`src/rtl/alu_exec_stage.sv`:
```
// Execute/writeback stage closing the loop on an 8x8 register file: IDLE -> READ -> EXEC -> WB.
// Optional feature macro ALU_EXEC_MUL_EN: op 7 becomes an 8-cycle shift-add MUL; otherwise op 7 is a NOP.
module alu_exec_stage #(
    parameter int DATA_W = 8,
    parameter int ADDR_W = 3
) (
    input  logic              clk,
    input  logic              reset,
    input  logic              instr_valid,
    output logic              instr_ready,
    input  logic [2:0]        instr_op,
    input  logic [ADDR_W-1:0] instr_rd,
    input  logic [ADDR_W-1:0] instr_rs1,
    input  logic [ADDR_W-1:0] instr_rs2,
    input  logic [DATA_W-1:0] instr_imm,
    output logic [ADDR_W-1:0] rd_addr1,
    output logic [ADDR_W-1:0] rd_addr2,
    input  logic [DATA_W-1:0] rd_data1,
    input  logic [DATA_W-1:0] rd_data2,
    output logic              wr_en,
    output logic [ADDR_W-1:0] wr_addr,
    output logic [DATA_W-1:0] wr_data,
    output logic              flag_zero,
    output logic              flag_carry,
    output logic              busy
);

    localparam logic [2:0] OP_ADD = 3'd0;
    localparam logic [2:0] OP_SUB = 3'd1;
    localparam logic [2:0] OP_AND = 3'd2;
    localparam logic [2:0] OP_OR  = 3'd3;
    localparam logic [2:0] OP_XOR = 3'd4;
    localparam logic [2:0] OP_SHL = 3'd5;
    localparam logic [2:0] OP_LDI = 3'd6;
    localparam logic [2:0] OP_MUL = 3'd7;

    typedef enum logic [1:0] {
        S_IDLE = 2'd0,
        S_READ = 2'd1,
        S_EXEC = 2'd2,
        S_WB   = 2'd3
    } state_t;

    state_t              r_state;
    state_t              w_state_next;
    logic                r_ready;
    logic                r_busy;
    logic [2:0]          r_op;
    logic [ADDR_W-1:0]   r_rd;
    logic [DATA_W-1:0]   r_imm;
    logic [ADDR_W-1:0]   r_rd_addr1;
    logic [ADDR_W-1:0]   r_rd_addr2;
    logic [DATA_W-1:0]   r_op_a;
    logic [DATA_W-1:0]   r_op_b;
    logic [DATA_W:0]     r_result;
    logic                r_wr_en;
    logic                r_flag_zero;
    logic                r_flag_carry;
    logic                w_accept;
    logic                w_exec_done;
    logic                w_writes;
    logic [DATA_W:0]     w_alu;

`ifdef ALU_EXEC_MUL_EN
    localparam int CNT_W = $clog2(DATA_W);
    logic [2*DATA_W-1:0] r_mcand;
    logic [DATA_W-1:0]   r_mplier;
    logic [2*DATA_W-1:0] r_acc;
    logic [CNT_W-1:0]    r_mul_cnt;
    logic [2*DATA_W-1:0] w_acc_next;

    assign w_acc_next  = r_acc + (r_mplier[0] ? r_mcand : {(2*DATA_W){1'b0}});
    assign w_exec_done = (r_op != OP_MUL) || (r_mul_cnt == CNT_W'(DATA_W - 1));
    assign w_writes    = 1'b1;
`else
    assign w_exec_done = 1'b1;
    assign w_writes    = (r_op != OP_MUL);
`endif

    assign w_accept = (r_state == S_IDLE) && r_ready && instr_valid;

    // Result of the current EXEC cycle; bit DATA_W carries carry/borrow.
    always_comb begin
        w_alu = '0;
        case (r_op)
            OP_ADD:  w_alu = {1'b0, r_op_a} + {1'b0, r_op_b};
            OP_SUB:  w_alu = {1'b0, r_op_a} - {1'b0, r_op_b};
            OP_AND:  w_alu = {1'b0, r_op_a & r_op_b};
            OP_OR:   w_alu = {1'b0, r_op_a | r_op_b};
            OP_XOR:  w_alu = {1'b0, r_op_a ^ r_op_b};
            OP_SHL:  w_alu = {r_op_a, 1'b0};
            OP_LDI:  w_alu = {1'b0, r_imm};
`ifdef ALU_EXEC_MUL_EN
            OP_MUL:  w_alu = {|w_acc_next[2*DATA_W-1:DATA_W], w_acc_next[DATA_W-1:0]};
`endif
            default: w_alu = '0;
        endcase
    end

    // Next-state decode.
    always_comb begin
        w_state_next = r_state;
        case (r_state)
            S_IDLE: begin
                if (w_accept) begin
                    w_state_next = S_READ;
                end else begin
                    w_state_next = S_IDLE;
                end
            end
            S_READ: w_state_next = S_EXEC;
            S_EXEC: begin
                if (w_exec_done) begin
                    w_state_next = S_WB;
                end else begin
                    w_state_next = S_EXEC;
                end
            end
            S_WB:    w_state_next = S_IDLE;
            default: w_state_next = S_IDLE;
        endcase
    end

    // State register.
    always_ff @(posedge clk) begin
        if (reset) begin
            r_state <= S_IDLE;
        end else begin
            r_state <= w_state_next;
        end
    end

    // Instruction capture, operand latch, result and writeback/flag registers.
    always_ff @(posedge clk) begin
        if (reset) begin
            r_ready      <= 1'b0;
            r_busy       <= 1'b0;
            r_op         <= 3'd0;
            r_rd         <= '0;
            r_imm        <= '0;
            r_rd_addr1   <= '0;
            r_rd_addr2   <= '0;
            r_op_a       <= '0;
            r_op_b       <= '0;
            r_result     <= '0;
            r_wr_en      <= 1'b0;
            r_flag_zero  <= 1'b0;
            r_flag_carry <= 1'b0;
`ifdef ALU_EXEC_MUL_EN
            r_mcand      <= '0;
            r_mplier     <= '0;
            r_acc        <= '0;
            r_mul_cnt    <= '0;
`endif
        end else begin
            case (r_state)
                S_IDLE: begin
                    if (w_accept) begin
                        r_ready    <= 1'b0;
                        r_busy     <= 1'b1;
                        r_op       <= instr_op;
                        r_rd       <= instr_rd;
                        r_imm      <= instr_imm;
                        r_rd_addr1 <= instr_rs1;
                        r_rd_addr2 <= instr_rs2;
                    end else begin
                        r_ready    <= 1'b1;
                    end
                end
                S_READ: begin
                    r_op_a    <= rd_data1;
                    r_op_b    <= rd_data2;
`ifdef ALU_EXEC_MUL_EN
                    r_mcand   <= {{DATA_W{1'b0}}, rd_data1};
                    r_mplier  <= rd_data2;
                    r_acc     <= '0;
                    r_mul_cnt <= '0;
`endif
                end
                S_EXEC: begin
`ifdef ALU_EXEC_MUL_EN
                    r_acc     <= w_acc_next;
                    r_mcand   <= r_mcand << 1;
                    r_mplier  <= r_mplier >> 1;
                    r_mul_cnt <= r_mul_cnt + CNT_W'(1);
`endif
                    if (w_exec_done) begin
                        r_result <= w_alu;
                        r_wr_en  <= w_writes;
                    end else begin
                        r_wr_en  <= 1'b0;
                    end
                end
                S_WB: begin
                    r_wr_en <= 1'b0;
                    r_busy  <= 1'b0;
                    r_ready <= 1'b1;
                    // A NOP leaves the previous flags in place.
                    if (w_writes) begin
                        r_flag_zero  <= (r_result[DATA_W-1:0] == {DATA_W{1'b0}});
                        r_flag_carry <= r_result[DATA_W];
                    end else begin
                        r_flag_zero  <= r_flag_zero;
                        r_flag_carry <= r_flag_carry;
                    end
                end
                default: begin
                    r_wr_en <= 1'b0;
                end
            endcase
        end
    end

    assign instr_ready = r_ready;
    assign busy        = r_busy;
    assign rd_addr1    = r_rd_addr1;
    assign rd_addr2    = r_rd_addr2;
    assign wr_en       = r_wr_en;
    assign wr_addr     = r_rd;
    assign wr_data     = r_result[DATA_W-1:0];
    assign flag_zero   = r_flag_zero;
    assign flag_carry  = r_flag_carry;

endmodule

```
`config.mk`:
```
export PLATFORM = sky130hd
export DESIGN_NAME = alu_exec_stage
export DESIGN_NICKNAME = d
export VERILOG_FILES = /design/src/rtl/alu_exec_stage.sv
export SDC_FILE = /design/constraint.sdc
export NUM_CORES = 1
export LEC_CHECK = 0
export CORE_UTILIZATION = 47
export CTS_CLUSTER_SIZE = 8
export DETAILED_ROUTE_END_ITERATION = 8
export PLACE_DENSITY = 0.77
export SLEW_MARGIN = 20
export SYNTH_ARGS = -nofsm -noshare
export SYNTH_HDL_FRONTEND = slang
export SYNTH_SLANG_ARGS = --single-unit
```
`constraint.sdc`:
```
create_clock -name clk -period 2.6 [get_ports clk]
set_input_delay 0.65 -clock clk [delete_from_list [all_inputs] [get_ports clk]]
set_output_delay 0.65 -clock clk [all_outputs]
set_load 0.05 [all_outputs]
```
==> flow_summary_export.csv, run 1 <==
group,metric,value,unit
route,wire_per_inst,14.59,um
sta,tns,0,ps
floorplan,die-area,0.006890,sq mm
floorplan,initial_core_util,0.4857,
route,post-route-drc-count,0,
placed_design,gp_congestion,0.9071,
pwr,cellPowerDensity,582.6,mW/mm^2
pwr,switching_power,0.0008124,W
sta,skew,11.16,ps
sta,clock.fmax,408.5,MHz
pwr,leakage,1.412,nW
synth,synth_edf_count,0,
setup_path,critPathKind,"reg -> reg",
synth,synthArstFlopShare,0,
sta,rsz0062_at_grt,"false",
sta,relSlewSlack,0.6589,
synth,ys_dominant_reg_cell,"dfxtp_1",
sta,whs,457.1,ps
clocking,clk_path_buf_depth,2,
clocking,clk_latency,310,ps
synth,ys_types,43,
clocking,path_clk_slew,100,ps
worst_hold_path,min_path_type,"reg -> reg",
final_layout,antenna_cells,0,
sta,worstMarginPinSlew,510.0,ps
setup_path,critPathSlowestCell,"dfxtp_4",
setup_path,cpPeakStageDelay,380,ps
sta,slew_violations,0,
final_layout,drive_gt1_frac,0.08879,
grt,grt_overflow_total,0,
setup_path,crit_arrival,2650,ps
route,first_iter_violations,149,
route,routed_wl,7.368,mm
clocking,cts-root-buf,"clkbuf_8",
floorplan,core,0.006350,sq mm
synth,netlist_top_cells_area,"dfxtp_1, ha_1, a21oi_1, mux2i_1, nand2_1",
final_layout,syn_to_final_growth,24.87,%
job,cap_violations,0,
grt,antenna_found_initial,0,
sta,period_needed,2448,ps
final_layout,final_cell_mix,"clkdlybuf4s50_1, nand2_1, dfxtp_1, a21oi_1, nor2_1",
placed_design,dpl_cell_area,0.003736,sq mm
grt,grt_max_degree,48,
sta,finalSetupViolCount,0,
synth,yosys_warnings,0,
setup_path,crit_required,2800,ps
setup_path,crit_path_cell_trace,"inv_1 -> ha_1 -> mux2i_2 -> ha_1 -> nor2b_1 -> o21a_1 -> o211ai_1 -> a21oi_1 -> or3_1 -> a31o_2",
synth,synth_seq_area_share,0.3375,
clocking,cts_buffers,5,
setup_path,critical_path_buf_inv_count,1,
route,viasPerCell,5.560,
grt,grt_pass1_wl,12.18,mm
synth,syn_inst,376,
route,vias,2808,
final_layout,fin_area,0.003851,sq mm
clocking,postCtsSetupRepairBufs,0,
setup_path,cp_max_fo,5,
clocking,clock_sinks,52,
floorplan,fp.dieH,83.01,um
sta,period_share,0.9416,
route,final_antenna_net_count,0,
floorplan,row_count,29,
final_layout,final_common_cell,"clkdlybuf4s50_1",
pwr,pwr-share-clk,0.211,
pwr,ir_drop,0.0002824,V
floorplan,ios,61,
clocking,cts_tree,"built",
sta,finalHoldViolCount,0,
pwr,switching_share,0.3621,
setup_path,critPathTopFamily,"compound AO/OA/AOI/OAI gates",
status,run_status,"complete, no violations",
floorplan,chipWidth,83.01,um
clocking,h-tree-depth,2,
synth,synth_area_per_cell,8.203,sq um
synth,synth_fp_nets,446,
grt,grt_pass1_vias,2703,
sta,setup_ws,151.8,ps
setup_path,critPathLaunchType,"flip-flop",
pwr,power.internal,0.001431,W
grt,grt_usage,0.2173,
pwr,combPwrFrac,0.384,
route,dr.pass1.iters,4,
final_layout,nets,497,
synth,synth_top_area_frac,0.3375,
setup_path,endpoint_kind,"flip-flop",
placed_design,place_ws,82.99,ps
setup_path,crit_top_cell,"ha_1",
pwr,seqPwrFrac,0.405,
synth,yosysTopAreaCell,"dfxtp_1",
synth,ys_ff_latch,52,
synth,synth_area,0.003084,sq mm
placed_design,hpwl,5.689,mm
placed_design,port_buffers,60,
[cells by family (layout without fill, tap and decap cells)]
kind of cell | count (synthesis) | count (layout) | share of synthesized area
compound gates | 90 | 90 | 0.1769
flops | 52 | 52 | 0.3375
mux | 27 | 27 | 0.08925
fa+ha+maj | 31 | 31 | 0.1282
simple gates | 117 | 117 | 0.1684
xor+xnor | 9 | 9 | 0.02556
buf+inv | 50 | 102 | 0.07424
[power by group through the flow]
| stage | registers (W) | clock network (W) | logic [W] |
|---|---|---|---|
| after floorplan | 0.000967 | 0 | 0.000547 |
| after global placement | 0.000927 | 0 | 0.000823 |
| after detailed placement | 0.000930 | 0 | 0.000841 |
| after CTS | 0.000911 | 0.000483 | 0.000845 |
| after global routing | 0.000917 | 0.000509 | 0.000942 |
| final | 0.000909 | 0.000474 | 0.000861 |
[registers in the layout (all words and copies together), names as in the netlist]
register and count:
rd_addr2 3, r_op_b 8, r_result 9, r_state 2
flag_carry 1, flag_zero 1, r_op 3, wr_addr 3
r_imm 8, wr_en 1, busy 1, instr_ready 1
r_op_a 8, rd_addr1 3
[Yosys cell counts, types with 8 or more instances]
library cell,number
buf_2,9
xnor2_1,9
dfxtp_1,52
ha_1,30
a21oi_1,48
buf_4,8
clkbuf_1,9
o21ai_0,9
nor2_1,36
inv_1,20
nand2_1,53
mux2i_1,23
[worst min-delay path, cell delays in order (launching register included)]
cell,delay (ps)
dfxtp_1,320
nand2_1,50
a21oi_1,50
[metrics by stage]
stage	power [W]	util	instances
2_1_floorplan	0.001514	-	376
3_3_place_gp	0.001750	0.5884	497
3_5_place_dp	0.001771	0.5884	497
4_1_cts	0.002239	0.6026	505
5_1_grt	0.002369	0.6065	505
6_report	0.002244	0.6065	505
[cell type report]
cell class,instances,area (sq um)
fill,559,2499
clock inverter,3,21.27
clock buffer,5,68.82
timing repair buffer,74,705.7
tap,77,96.34
multi-input combinational,274,1836
inverter,20,75.07
sequential,52,1049
[worst paths after layout]
path / endpoint / slack, ps / cells past startpoint / from
setup / recovery: r_result[7]$_SDFFE_PP0P_ / 150 / 10 / r_op_b[1]$_SDFFE_PP0N_
hold / removal: rd_addr1[0]$_SDFFE_PP0P_ / 460 / 2 / rd_addr1[0]$_SDFFE_PP0P_
setup reg to reg: r_result[7]$_SDFFE_PP0P_ / 150 / 10 / r_op_b[1]$_SDFFE_PP0N_
hold reg to reg: rd_addr1[0]$_SDFFE_PP0P_ / 460 / 2 / rd_addr1[0]$_SDFFE_PP0P_
[what timing repair did]
item | CTS | global route
hold buffers | 0 | 0
hold endpoints to repair | 0 | 0
resized for setup | 0 | 10
setup endpoints to repair | 0 | 3
[layer usage]
layer,global-route usage,vias up,wire [um]
li1,-,1392,-
met1,0.2570,1311,3197
met2,0.3845,82,3635
met3,0.03380,23,326
met4,0.1003,0,208
met5,0,-,0
(Power assumes the default switching activity.)
==> run 2: changes to the inputs <==
- HOLD_SLACK_MARGIN: not set -> 0.15
==> results of run 2 <==
The final DEF is identical to that of run 1; final timing and power are the same.
